**src/rtl/ef_dac_seq_pkg.sv**
```systemverilog
// Shared state encoding and bus widths for the DAC sample sequencer.
package ef_dac_seq_pkg;

   typedef enum logic [1:0] {
      IDLE   = 2'd0,
      RESET  = 2'd1,
      SETTLE = 2'd2,
      RUN    = 2'd3
   } dac_seq_state_t;

   localparam int DAC_BITS = 10;
   localparam int DIV_BITS = 16;

endpackage

```
**src/rtl/ef_dac_seq_fifo.sv**
```systemverilog
// Synchronous sample FIFO with flush; level saturates at DEPTH because pushes are refused when full.
module ef_dac_seq_fifo #(
   parameter int DEPTH = 16,
   parameter int WIDTH = 10
) (
   input  logic                       clk,
   input  logic                       rst,
   input  logic                       i_push,
   input  logic [WIDTH-1:0]           i_data,
   input  logic                       i_pop,
   input  logic                       i_clr,
   output logic [WIDTH-1:0]           o_head,
   output logic [$clog2(DEPTH+1)-1:0] o_level,
   output logic                       o_full,
   output logic                       o_empty
);

   localparam int PTR_W = $clog2(DEPTH);
   localparam int LVL_W = $clog2(DEPTH+1);
   localparam logic [PTR_W-1:0] PTR_ONE  = PTR_W'(1'b1);
   localparam logic [PTR_W-1:0] PTR_ZERO = {PTR_W{1'b0}};
   localparam logic [LVL_W-1:0] LVL_ONE  = LVL_W'(1'b1);
   localparam logic [LVL_W-1:0] LVL_ZERO = {LVL_W{1'b0}};
   localparam logic [LVL_W-1:0] LVL_FULL = LVL_W'(DEPTH);

   logic [WIDTH-1:0] r_mem [DEPTH];
   logic [PTR_W-1:0] r_wr_ptr;
   logic [PTR_W-1:0] r_rd_ptr;
   logic [LVL_W-1:0] r_level;
   logic             w_do_push;
   logic             w_do_pop;

   // A flush overrides both push and pop in the same cycle.
   assign o_full    = (r_level == LVL_FULL);
   assign o_empty   = (r_level == LVL_ZERO);
   assign w_do_push = i_push & ~o_full & ~i_clr;
   assign w_do_pop  = i_pop & ~o_empty & ~i_clr;
   assign o_head    = r_mem[r_rd_ptr];
   assign o_level   = r_level;

   // Storage array write port.
   always_ff @(posedge clk) begin
      if (w_do_push) begin
         r_mem[r_wr_ptr] <= i_data;
      end
   end

   // Pointer and occupancy bookkeeping; pointers wrap naturally since DEPTH is a power of two.
   always_ff @(posedge clk or posedge rst) begin
      if (rst) begin
         r_wr_ptr <= PTR_ZERO;
         r_rd_ptr <= PTR_ZERO;
         r_level  <= LVL_ZERO;
      end else if (i_clr) begin
         r_wr_ptr <= PTR_ZERO;
         r_rd_ptr <= PTR_ZERO;
         r_level  <= LVL_ZERO;
      end else begin
         if (w_do_push) begin
            r_wr_ptr <= r_wr_ptr + PTR_ONE;
         end
         if (w_do_pop) begin
            r_rd_ptr <= r_rd_ptr + PTR_ONE;
         end
         case ({w_do_push, w_do_pop})
            2'b10:   r_level <= r_level + LVL_ONE;
            2'b01:   r_level <= r_level - LVL_ONE;
            default: r_level <= r_level;
         endcase
      end
   end

endmodule

```
**src/rtl/ef_dac_sample_sequencer.sv**
```systemverilog
// DAC front end: power-up sequencing (RST pulse, EN settle) then paced FIFO playout onto SELD.
// Optional threshold interrupt enabled by defining EF_DAC_SEQ_THRESH_IRQ_EN.
module ef_dac_sample_sequencer
   import ef_dac_seq_pkg::*;
#(
   parameter int DEPTH         = 16,
   parameter int RST_CYCLES    = 4,
   parameter int SETTLE_CYCLES = 32
) (
   input  logic                       clk,
   input  logic                       rst,
   input  logic                       en,
   input  logic [DIV_BITS-1:0]        clk_div,
   input  logic [DAC_BITS-1:0]        sample_data,
   input  logic                       sample_valid,
   output logic                       sample_ready,
   input  logic                       fifo_clr,
   output logic [$clog2(DEPTH+1)-1:0] fifo_level,
   output logic                       underrun,
   input  logic                       underrun_clr,
   output logic                       running,
   output logic                       dac_en,
   output logic                       dac_rst,
   output logic [DAC_BITS-1:0]        dac_seld
`ifdef EF_DAC_SEQ_THRESH_IRQ_EN
   ,
   input  logic [$clog2(DEPTH+1)-1:0] fifo_thresh,
   output logic                       irq
`endif
);

   localparam int LVL_W  = $clog2(DEPTH+1);
   localparam int PH_MAX = (RST_CYCLES > SETTLE_CYCLES) ? RST_CYCLES : SETTLE_CYCLES;
   localparam int PH_W   = $clog2(PH_MAX+1);
   localparam logic [PH_W-1:0]     PH_ZERO     = {PH_W{1'b0}};
   localparam logic [PH_W-1:0]     PH_ONE      = PH_W'(1'b1);
   localparam logic [PH_W-1:0]     RST_LAST    = PH_W'(RST_CYCLES - 1);
   localparam logic [PH_W-1:0]     SETTLE_LAST = PH_W'(SETTLE_CYCLES - 1);
   localparam logic [DIV_BITS-1:0] CNT_ZERO    = {DIV_BITS{1'b0}};
   localparam logic [DIV_BITS-1:0] CNT_ONE     = DIV_BITS'(1'b1);
   localparam logic [DAC_BITS-1:0] SELD_ZERO   = {DAC_BITS{1'b0}};

   dac_seq_state_t      r_state;
   dac_seq_state_t      w_state_nxt;
   logic [PH_W-1:0]     r_phase;
   logic [PH_W-1:0]     w_phase_nxt;
   logic [DIV_BITS-1:0] r_cnt;
   logic                w_tick;
   logic                w_push;
   logic                w_pop;
   logic                w_full;
   logic                w_empty;
   logic [DAC_BITS-1:0] w_head;
   logic [LVL_W-1:0]    w_level;
   logic                r_underrun;
   logic                r_running;
   logic                r_dac_en;
   logic                r_dac_rst;
   logic [DAC_BITS-1:0] r_dac_seld;

   // Ticks are gated by en so a tick can never pop on the edge that drops back to IDLE.
   assign w_tick       = (r_state == RUN) & en & (r_cnt >= clk_div);
   assign sample_ready = ~w_full & ~fifo_clr;
   assign w_push       = sample_valid & sample_ready;
   assign w_pop        = w_tick & ~w_empty & ~fifo_clr;

   ef_dac_seq_fifo #(
      .DEPTH (DEPTH),
      .WIDTH (DAC_BITS)
   ) u_fifo (
      .clk     (clk),
      .rst     (rst),
      .i_push  (w_push),
      .i_data  (sample_data),
      .i_pop   (w_pop),
      .i_clr   (fifo_clr),
      .o_head  (w_head),
      .o_level (w_level),
      .o_full  (w_full),
      .o_empty (w_empty)
   );

   // State and phase registers.
   always_ff @(posedge clk or posedge rst) begin
      if (rst) begin
         r_state <= IDLE;
         r_phase <= PH_ZERO;
      end else begin
         r_state <= w_state_nxt;
         r_phase <= w_phase_nxt;
      end
   end

   // Power-up sequencing; the phase counter is shared by RESET and SETTLE.
   always_comb begin
      w_state_nxt = r_state;
      w_phase_nxt = r_phase;
      if (!en) begin
         w_state_nxt = IDLE;
         w_phase_nxt = PH_ZERO;
      end else begin
         case (r_state)
            IDLE: begin
               w_state_nxt = RESET;
               w_phase_nxt = PH_ZERO;
            end
            RESET: begin
               if (r_phase == RST_LAST) begin
                  w_state_nxt = SETTLE;
                  w_phase_nxt = PH_ZERO;
               end else begin
                  w_state_nxt = RESET;
                  w_phase_nxt = r_phase + PH_ONE;
               end
            end
            SETTLE: begin
               if (r_phase == SETTLE_LAST) begin
                  w_state_nxt = RUN;
                  w_phase_nxt = PH_ZERO;
               end else begin
                  w_state_nxt = SETTLE;
                  w_phase_nxt = r_phase + PH_ONE;
               end
            end
            RUN: begin
               w_state_nxt = RUN;
               w_phase_nxt = PH_ZERO;
            end
            default: begin
               w_state_nxt = IDLE;
               w_phase_nxt = PH_ZERO;
            end
         endcase
      end
   end

   // Sample-rate prescaler; >= keeps a lowered clk_div from wrapping through 2^16.
   always_ff @(posedge clk or posedge rst) begin
      if (rst) begin
         r_cnt <= CNT_ZERO;
      end else if ((r_state != RUN) || !en) begin
         r_cnt <= CNT_ZERO;
      end else if (w_tick) begin
         r_cnt <= CNT_ZERO;
      end else begin
         r_cnt <= r_cnt + CNT_ONE;
      end
   end

   // DAC pin registers follow the upcoming state so they change on the same edge as the FSM.
   always_ff @(posedge clk or posedge rst) begin
      if (rst) begin
         r_dac_rst  <= 1'b1;
         r_dac_en   <= 1'b0;
         r_running  <= 1'b0;
         r_dac_seld <= SELD_ZERO;
      end else begin
         r_dac_rst <= (w_state_nxt == IDLE) | (w_state_nxt == RESET);
         r_dac_en  <= (w_state_nxt == SETTLE) | (w_state_nxt == RUN);
         r_running <= (w_state_nxt == RUN);
         if (w_state_nxt != RUN) begin
            r_dac_seld <= SELD_ZERO;
         end else if (w_pop) begin
            r_dac_seld <= w_head;
         end else begin
            r_dac_seld <= r_dac_seld;
         end
      end
   end

   // Sticky underrun; a flushed FIFO counts as empty and a new event beats the clear.
   always_ff @(posedge clk or posedge rst) begin
      if (rst) begin
         r_underrun <= 1'b0;
      end else if (w_tick & (w_empty | fifo_clr)) begin
         r_underrun <= 1'b1;
      end else if (underrun_clr) begin
         r_underrun <= 1'b0;
      end else begin
         r_underrun <= r_underrun;
      end
   end

`ifdef EF_DAC_SEQ_THRESH_IRQ_EN
   logic r_irq;

   // Low-water interrupt, level-sensitive, re-evaluated every cycle.
   always_ff @(posedge clk or posedge rst) begin
      if (rst) begin
         r_irq <= 1'b0;
      end else begin
         r_irq <= r_running & (w_level <= fifo_thresh);
      end
   end

   assign irq = r_irq;
`endif

   assign fifo_level = w_level;
   assign underrun   = r_underrun;
   assign running    = r_running;
   assign dac_en     = r_dac_en;
   assign dac_rst    = r_dac_rst;
   assign dac_seld   = r_dac_seld;

endmodule

```
**config.mk**
```make
export PLATFORM = sky130hd
export DESIGN_NAME = ef_dac_sample_sequencer
export DESIGN_NICKNAME = d
export VERILOG_FILES = /design/src/rtl/ef_dac_seq_pkg.sv /design/src/rtl/ef_dac_seq_fifo.sv /design/src/rtl/ef_dac_sample_sequencer.sv
export SDC_FILE = /design/constraint.sdc
export NUM_CORES = 1
export LEC_CHECK = 0
export BUFFER_PORTS_ARGS = -buffer_cell sky130_fd_sc_hd__buf_4
export CORE_AREA = 2 2 147 149
export DETAILED_ROUTE_END_ITERATION = 10
export DIE_AREA = 0 0 149 151
export GPL_ROUTABILITY_DRIVEN = 0
export RECOVER_POWER = 25
export SYNTH_ARGS = -nofsm -noshare
export SYNTH_HDL_FRONTEND = slang
export SYNTH_SLANG_ARGS = --single-unit
```
**constraint.sdc**
```tcl
create_clock -name clk -period 4.8 [get_ports clk]
set_input_delay 0.72 -clock clk [delete_from_list [all_inputs] [get_ports clk]]
set_output_delay 0.72 -clock clk [all_outputs]
set_load 0.01 [all_outputs]
```
; Yosys cells after proc, flatten, opt, wreduce, memory -nomap -nowiden
; Memories as Yosys holds them, arrays and structs flattened.
; Index checks and enable logic that the tools add are counted.
[word_totals]
ff_bits = 51
out_inout_bits = 20
ramBits = 160
in_bits = 32
memories = 1
[op_classes]
n_mux = 22
order_cmp = 1
n_eq_ne = 13
reduce_logical = 11
addsub = 6
n_bitwise = 17
[mem_list]
columns = name, words, word_bits, read_ports, rd_clocked_by_memory_dff, wr, line_no
row1 = u_fifo.r_mem, 16, 10, 1, 0, 1, ef_dac_seq_fifo.sv:26  ; logic [WIDTH-1:0] r_mem [DEPTH];
[op_table]
columns = op, count
row1 = two-way mux 16 bit, 2
row2 = two-way mux 10 bit, 2
row3 = two-way mux 6 bit, 3
row4 = case mux 6 bit (3 select lines), 1
row5 = adder 16 x 1 -> 16 bit (second input constant), 1
row6 = >= comparator 16 bit, 1
row7 = two-way mux 4 bit, 4
row8 = bitwise AND 1 bit, 11
row9 = equality test 2 bit (second input constant), 5
row10 = case mux 5 bit (2 select lines), 1
row11 = adder 4 x 1 -> 4 bit (second input constant), 2
row12 = case mux 2 bit (4 select lines), 1
row13 = nonzero test 2 bit, 4
row14 = adder 6 x 1 -> 6 bit (second input constant), 1
row15 = equality test 2 x 1 -> 1 bit (second input constant), 3
row16 = equality test 6 x 2 -> 1 bit (second input constant), 1
row17 = equality test 6 x 5 -> 1 bit (second input constant), 1
row18 = adder 5 x 1 -> 5 bit (second input constant), 1
row19 = equality test 5 bit (second input constant), 1
row20 = zero test 5 bit, 1
row21 = two-way mux 1 bit, 5
row22 = two-way mux 5 bit, 1
row23 = subtractor 5 x 1 -> 5 bit (second input constant), 1
row24 = zero test 2 bit, 2
row25 = 8 further kinds, 14

; Depth between registers and ports, before layout
[logic_depth]
word_depth = 10
depth_mapped = 16

; By module
; A second synthesis with hierarchy kept.
[hier_totals]
hier_cells = 552
hier_area_um2 = 9212.6
[modules_own_cells]
columns = module, n_inst, area_per_inst_um2, cells_each
row1 = ef_dac_seq_fifo, 1, 7180.6, 343
row2 = ef_dac_sample_sequencer, 1, 2031.9, 209

; Worst setup path after synthesis
; OpenSTA, ideal clock, no wires.
[synth_path]
kind = input port to flip-flop
start = in clk_div[15]
end = reg u_fifo.r_level[4] (netlist: u_fifo.o_level[4])
n_path_buf = 2
required_ps = 4674
arrival_ps = 3711
cell_stages = 16
slack_ps = 962
path_cell_list = inv_1 > ha_1 > nand4_2 > or4_1 > o32ai_2 > o21a_2 > buf_6 > buf_4 > nand2_1 > inv_1 > ha_1 > a21o_1 > a21oi_1 > nand3b_1 > mux2i_1 > a311o_1
[synth_between]
elab_chain_len = 9
elab_cells_between_ends = 11
[synth_lines]
columns = element, line_no
row1 = "start, declared", ef_dac_sample_sequencer.sv:13  ; input logic [DIV_BITS-1:0] clk_div,
row2 = >= comparator 16 bit (*), ef_dac_sample_sequencer.sv:62  ; assign w_tick = (r_state == RUN) & en & (r_cnt >= clk_div);
row3 = bitwise AND 1 bit (*), ef_dac_sample_sequencer.sv:62
row4 = bitwise AND 1 bit (*) (2 in a row), ef_dac_sample_sequencer.sv:65  ; assign w_pop = w_tick & ~w_empty & ~fifo_clr;
row5 = bitwise AND 1 bit (*) (2 in a row), ef_dac_seq_fifo.sv:37  ; assign w_do_pop = i_pop & ~o_empty & ~i_clr;
row6 = equality test 2 x 1 -> 1 bit or equality test 2 bit (tied branches), ef_dac_seq_fifo.sv:65  ; case ({w_do_push, w_do_pop})
row7 = case mux 5 bit (2 select lines), ef_dac_seq_fifo.sv:65
row8 = two-way mux 5 bit, ef_dac_seq_fifo.sv:54  ; end else if (i_clr) begin
row9 = "end signal, assigned", ef_dac_seq_fifo.sv:66  ; 2'b10: r_level <= r_level + LVL_ONE;
row10 = "end signal, assigned", ef_dac_seq_fifo.sv:67  ; 2'b01: r_level <= r_level - LVL_ONE;
row11 = "end signal, assigned", ef_dac_seq_fifo.sv:68  ; default: r_level <= r_level;
row12 = "end, declared", ef_dac_seq_fifo.sv:29  ; logic [LVL_W-1:0] r_level;
; Mark *: on every way between the ends. The rest lies on a longest branch, timed or not.
; A chain may end at the register's enable or synchronous reset.

; Final worst setup path
[layout_path]
start = reg r_cnt[0]
end = reg u_fifo.r_level[4] (netlist: u_fifo.o_level[4])
[layout_between]
elab_chain_len = 9
elab_cells_between_ends = 11
[layout_lines]
columns = element, line_no
row1 = "start, declared", ef_dac_sample_sequencer.sv:47  ; logic [DIV_BITS-1:0] r_cnt;
row2 = "start signal, assigned", ef_dac_sample_sequencer.sv:146  ; r_cnt <= r_cnt + CNT_ONE;
row3 = >= comparator 16 bit (*), ef_dac_sample_sequencer.sv:62
row4 = bitwise AND 1 bit (*), ef_dac_sample_sequencer.sv:62
row5 = bitwise AND 1 bit (*) (2 in a row), ef_dac_sample_sequencer.sv:65
row6 = bitwise AND 1 bit (*) (2 in a row), ef_dac_seq_fifo.sv:37
row7 = equality test 2 x 1 -> 1 bit or equality test 2 bit (tied branches), ef_dac_seq_fifo.sv:65
row8 = case mux 5 bit (2 select lines), ef_dac_seq_fifo.sv:65
row9 = two-way mux 5 bit, ef_dac_seq_fifo.sv:54
; Marked as above.

==> summary.txt <==
Critical path
  – CP top delay family: compound AO/OA/AOI/OAI gates
  – CP max FO: 6
  – Worst Setup Start Kind: flop
  – Critical path arrival: 3.99 ns
  – Crit. End Element: flop
  – Required time of the worst setup path: 5.18 ns
  – Worst path cell trace: inv_1 > ha_1 > nand2b_1 > a2111oi_0 > o32ai_2 > o21a_2 > nand2_1 > inv_1 > ha_1 > a21o_1 > a21oi_1 > nand3b_1 > mux2i_1 > a311o_1
  – Flop2flop setup slack: 1.19 ns
  – R2R cell count: 14
  – Worst Path Buf+Inv: 2
  – Worst R2R Start: r_cnt[0]$_DFF_PP0_
  – Worst path max stage delay: around 0.64 ns
  – WS Path Type: flop to flop
  – FF-to-FF End: u_fifo.o_level[4]$_DFFE_PP0P_
  – Critical-path top delay cell: a2111oi_0

Synth
  – Share of flip-flops with an asynchronous set or reset: 24.2%
  – Sequential area share after synthesis: between 60% and 70%
  – Mapped Cells: slightly above 600
  – Post-synthesis register bit count: ~210
  – Syn. warnings: 0
  – Post-synthesis net count: approximately 670
  – Netlist cell types: 55
  – Post-Syn Area: 0.00907 mm²
  – Prevailing post-synth register cell: edfxtp_1
  – Number of flops mapped to enable cells by yosys: 160
  – Syn Area/Cell: between 10 and 15 µm²

Floorplanning
  – Die width: ~150 µm
  – Rows: 53
  – Ports: between 50 and 60
  – Initial Utilization: 43.6%
  – Die height: 151 µm
  – Die area: between 0.02 and 0.025 mm²
  – Core Footprint: roughly 0.021 mm²

Global routing
  – Total global routing track utilization: 17.0%
  – GRT busiest layer: met2
  – GR Util met1: approximately 23%
  – Vias in the first global route: approximately 5300
  – Initial antenna violation count: 0
  – Global-route wire length before repair: just under 30000 µm
  – Largest net degree at the start of global routing: between 50 and 60
  – Remaining global-route overflow: 0
  – GR Layer Usage met2: between 20% and 30%
  – GR Util met3: between 3 and 4%

Final layout
  – ANT cells: 0
  – Post-layout net count: roughly 720
  – Post-layout util: between 40% and 50%
  – Post-route insts no fill: 954
  – Area delta synth->final: 14.3%
  – Share of cells above drive strength 1: 16.1%

STA
  – RSZ-0062 raised after global routing: false
  – Pins Over Slew Limit: 0
  – Slew headroom: a little over a quarter
  – Final setup margin: around 1.2 ns
  – Clock Skew: approximately 0.022 ns
  – Tcrit/Tclk final: 75.2%
  – TNS Setup: 0 ns
  – Fmax: around 280 MHz
  – Final hold violations: 0
  – Min Clock Period, post-route: between 3 and 4 ns
  – Worst-Margin Slew: ~1.1 ns
  – Setup violations, final: 0

Clock tree
  – Clk pin slew, worst setup/hold paths: ~0.06 ns
  – H-tree depth: 1
  – TritonCTS clock tree: yes
  – Total CTS buffers: 23
  – Post-CTS Hold Buffers: 0
  – CTS resizes: 0
  – CTS sink cnt: between 200 and 250
  – Setup bufs post-CTS: 0
  – Root buffer cell: clkbuf_16
  – Maximum clock insertion buffer count: 3
  – Skew-Pair Late Insertion Delay: about 0.52 ns

Place
  – Cells after DPL: 915
  – Buffers on Ports: 51
  – Detailed placement HPWL: approximately 12000 µm
  – Place WS: about 0.83 ns

Routing
  – Antenna viol nets, final: 0
  – WL final: 18800 µm
  – WL/cell: between 15 and 20 µm
  – # DRC: 0
  – Via Count: just over 5000
  – DR pass1 iterations: 5
  – Initial DRC count: about 280
  – Via/cell ratio: between 5 and 6

Run
  – Max cap viols: 0

Power
  – Power Dens Cells: about 360 mW/mm²
  – Leakage: around 0.0038 µW
  – Final Power: 3730 µW
  – Peak supply drop: 0.229 mV

Hold path
  – Hold Crit Depth: 2
  – Hold path startpoint: underrun_clr
  – Min-Delay Path Class: input pin to flop
  – Hold Path Sink: underrun$_DFFE_PP0P_

Run status
  – Outcome: finished, final reports clean
## synth_stat cells (all sizes together) (2+ instances only)
cell      n  area share, %
nand4     7           0.55
xnor2     9           0.95
nor3      4           0.22
o21ai    27            1.5
o22ai     3           0.21
xor2     13            1.3
a221oi   18            1.7
edfxtp  160             53
a22oi     9           0.74
ha       26            3.6
nor2     36            1.5
mux4     23            5.7
a21oi     9           0.50
clkbuf   11           0.46
a21o      3           0.25
nand2    49            2.0
and2     15            1.0
nand3    11           0.61
mux2i    42            4.6
inv      34            1.4
nand2b    2           0.14
buf      14           0.83
and3      9           0.62
dfrtp    50             14
o21a      4           0.34
## metrics by stage
step | area (µm²) | hold WS [ns]
floorplan | 9070 | 0.430
global placement | 9710 | 0.446
detailed placement | 9710 | 0.463
CTS | 10400 | 0.385
global route | 10400 | 0.405
finish | 10400 | 0.400
## report_power, final
group	internal (µW)	total [µW]	switching, µW	leakage (µW)
clock network	934	1620	687	0.000334
logic	41.5	119	77.3	0.00133
registers	1980	1990	8.61	0.00214
total	2960	3730	773	0.00381
## layout make-up
class,count,area [µm²]
Clock inverter,12,98.8
Sequential cell,211,6090
Multi-Input combinational cell,340,2740
Clock buffer,27,591
Fill cell,1797,10500
Tap cell,275,344
Timing Repair Buffer,55,379
Inverter,34,128
## flip-flops by register name, summed over array words and instances (netlist names)
signal	count
u_fifo.r_wr_ptr	4
underrun	1
u_fifo.o_level	5
r_phase	6
u_fifo.r_mem	160
running	1
r_state	2
u_fifo.r_rd_ptr	4
r_cnt	16
dac_en	1
dac_rst	1
dac_seld	10
## kinds of logic (layout without fill, tap and decap cells)
family                   after synthesis  in the layout  synth area share, %
buffers and inverters                 59            128                 2.69
AND/OR/NAND/NOR                      142            142                 7.45
AO/OA/AOI/OAI                         83             83                 6.32
adder cells (fa/ha/maj)               27             27                 3.81
multiplexers                          66             66                 10.5
flip-flops                           211            211                 67.1
XOR/XNOR                              22             22                 2.21
## cells in the final DEF, fill, tap and decap left out, types with 11 or more instances in the layout
cell / netlist / final
o21ai_0: 23 / 23
dfrtp_1: 50 / 49
clkbuf_1: 11 / 13
buf_4: 1 / 46
inv_1: 34 / 33
nand3_1: 11 / 11
ha_1: 26 / 26
xor2_1: 13 / 13
nor2_1: 36 / 36
nand2_1: 49 / 49
mux2i_1: 42 / 42
mux4_2: 23 / 23
clkbuf_16: 0 / 23
a221oi_1: 18 / 18
and2_1: 15 / 15
edfxtp_1: 160 / 160
## layer usage
layer  wire length [µm]  vias up
met5                  0        -
met4                335        0
met3               1110       29
met2               8970      139
met1               8350     2580
li1                   -     2411
## worst max path at each step
stage                             from                             to  slack [ns]  cells past startpoint
CTS                 r_cnt[0]$_DFF_PP0_  u_fifo.o_level[4]$_DFFE_PP0P_        1.17                     14
finish              r_cnt[0]$_DFF_PP0_  u_fifo.o_level[4]$_DFFE_PP0P_        1.19                     14
global route        r_cnt[0]$_DFF_PP0_  u_fifo.o_level[4]$_DFFE_PP0P_        0.93                     14
floorplan                  clk_div[15]  u_fifo.o_level[4]$_DFFE_PP0P_        0.96                     16
detailed placement          clk_div[0]  u_fifo.o_level[4]$_DFFE_PP0P_        0.83                     14
global placement            clk_div[0]  u_fifo.o_level[4]$_DFFE_PP0P_        1.00                     14
Note: power is estimated with default switching activity, not from simulation.
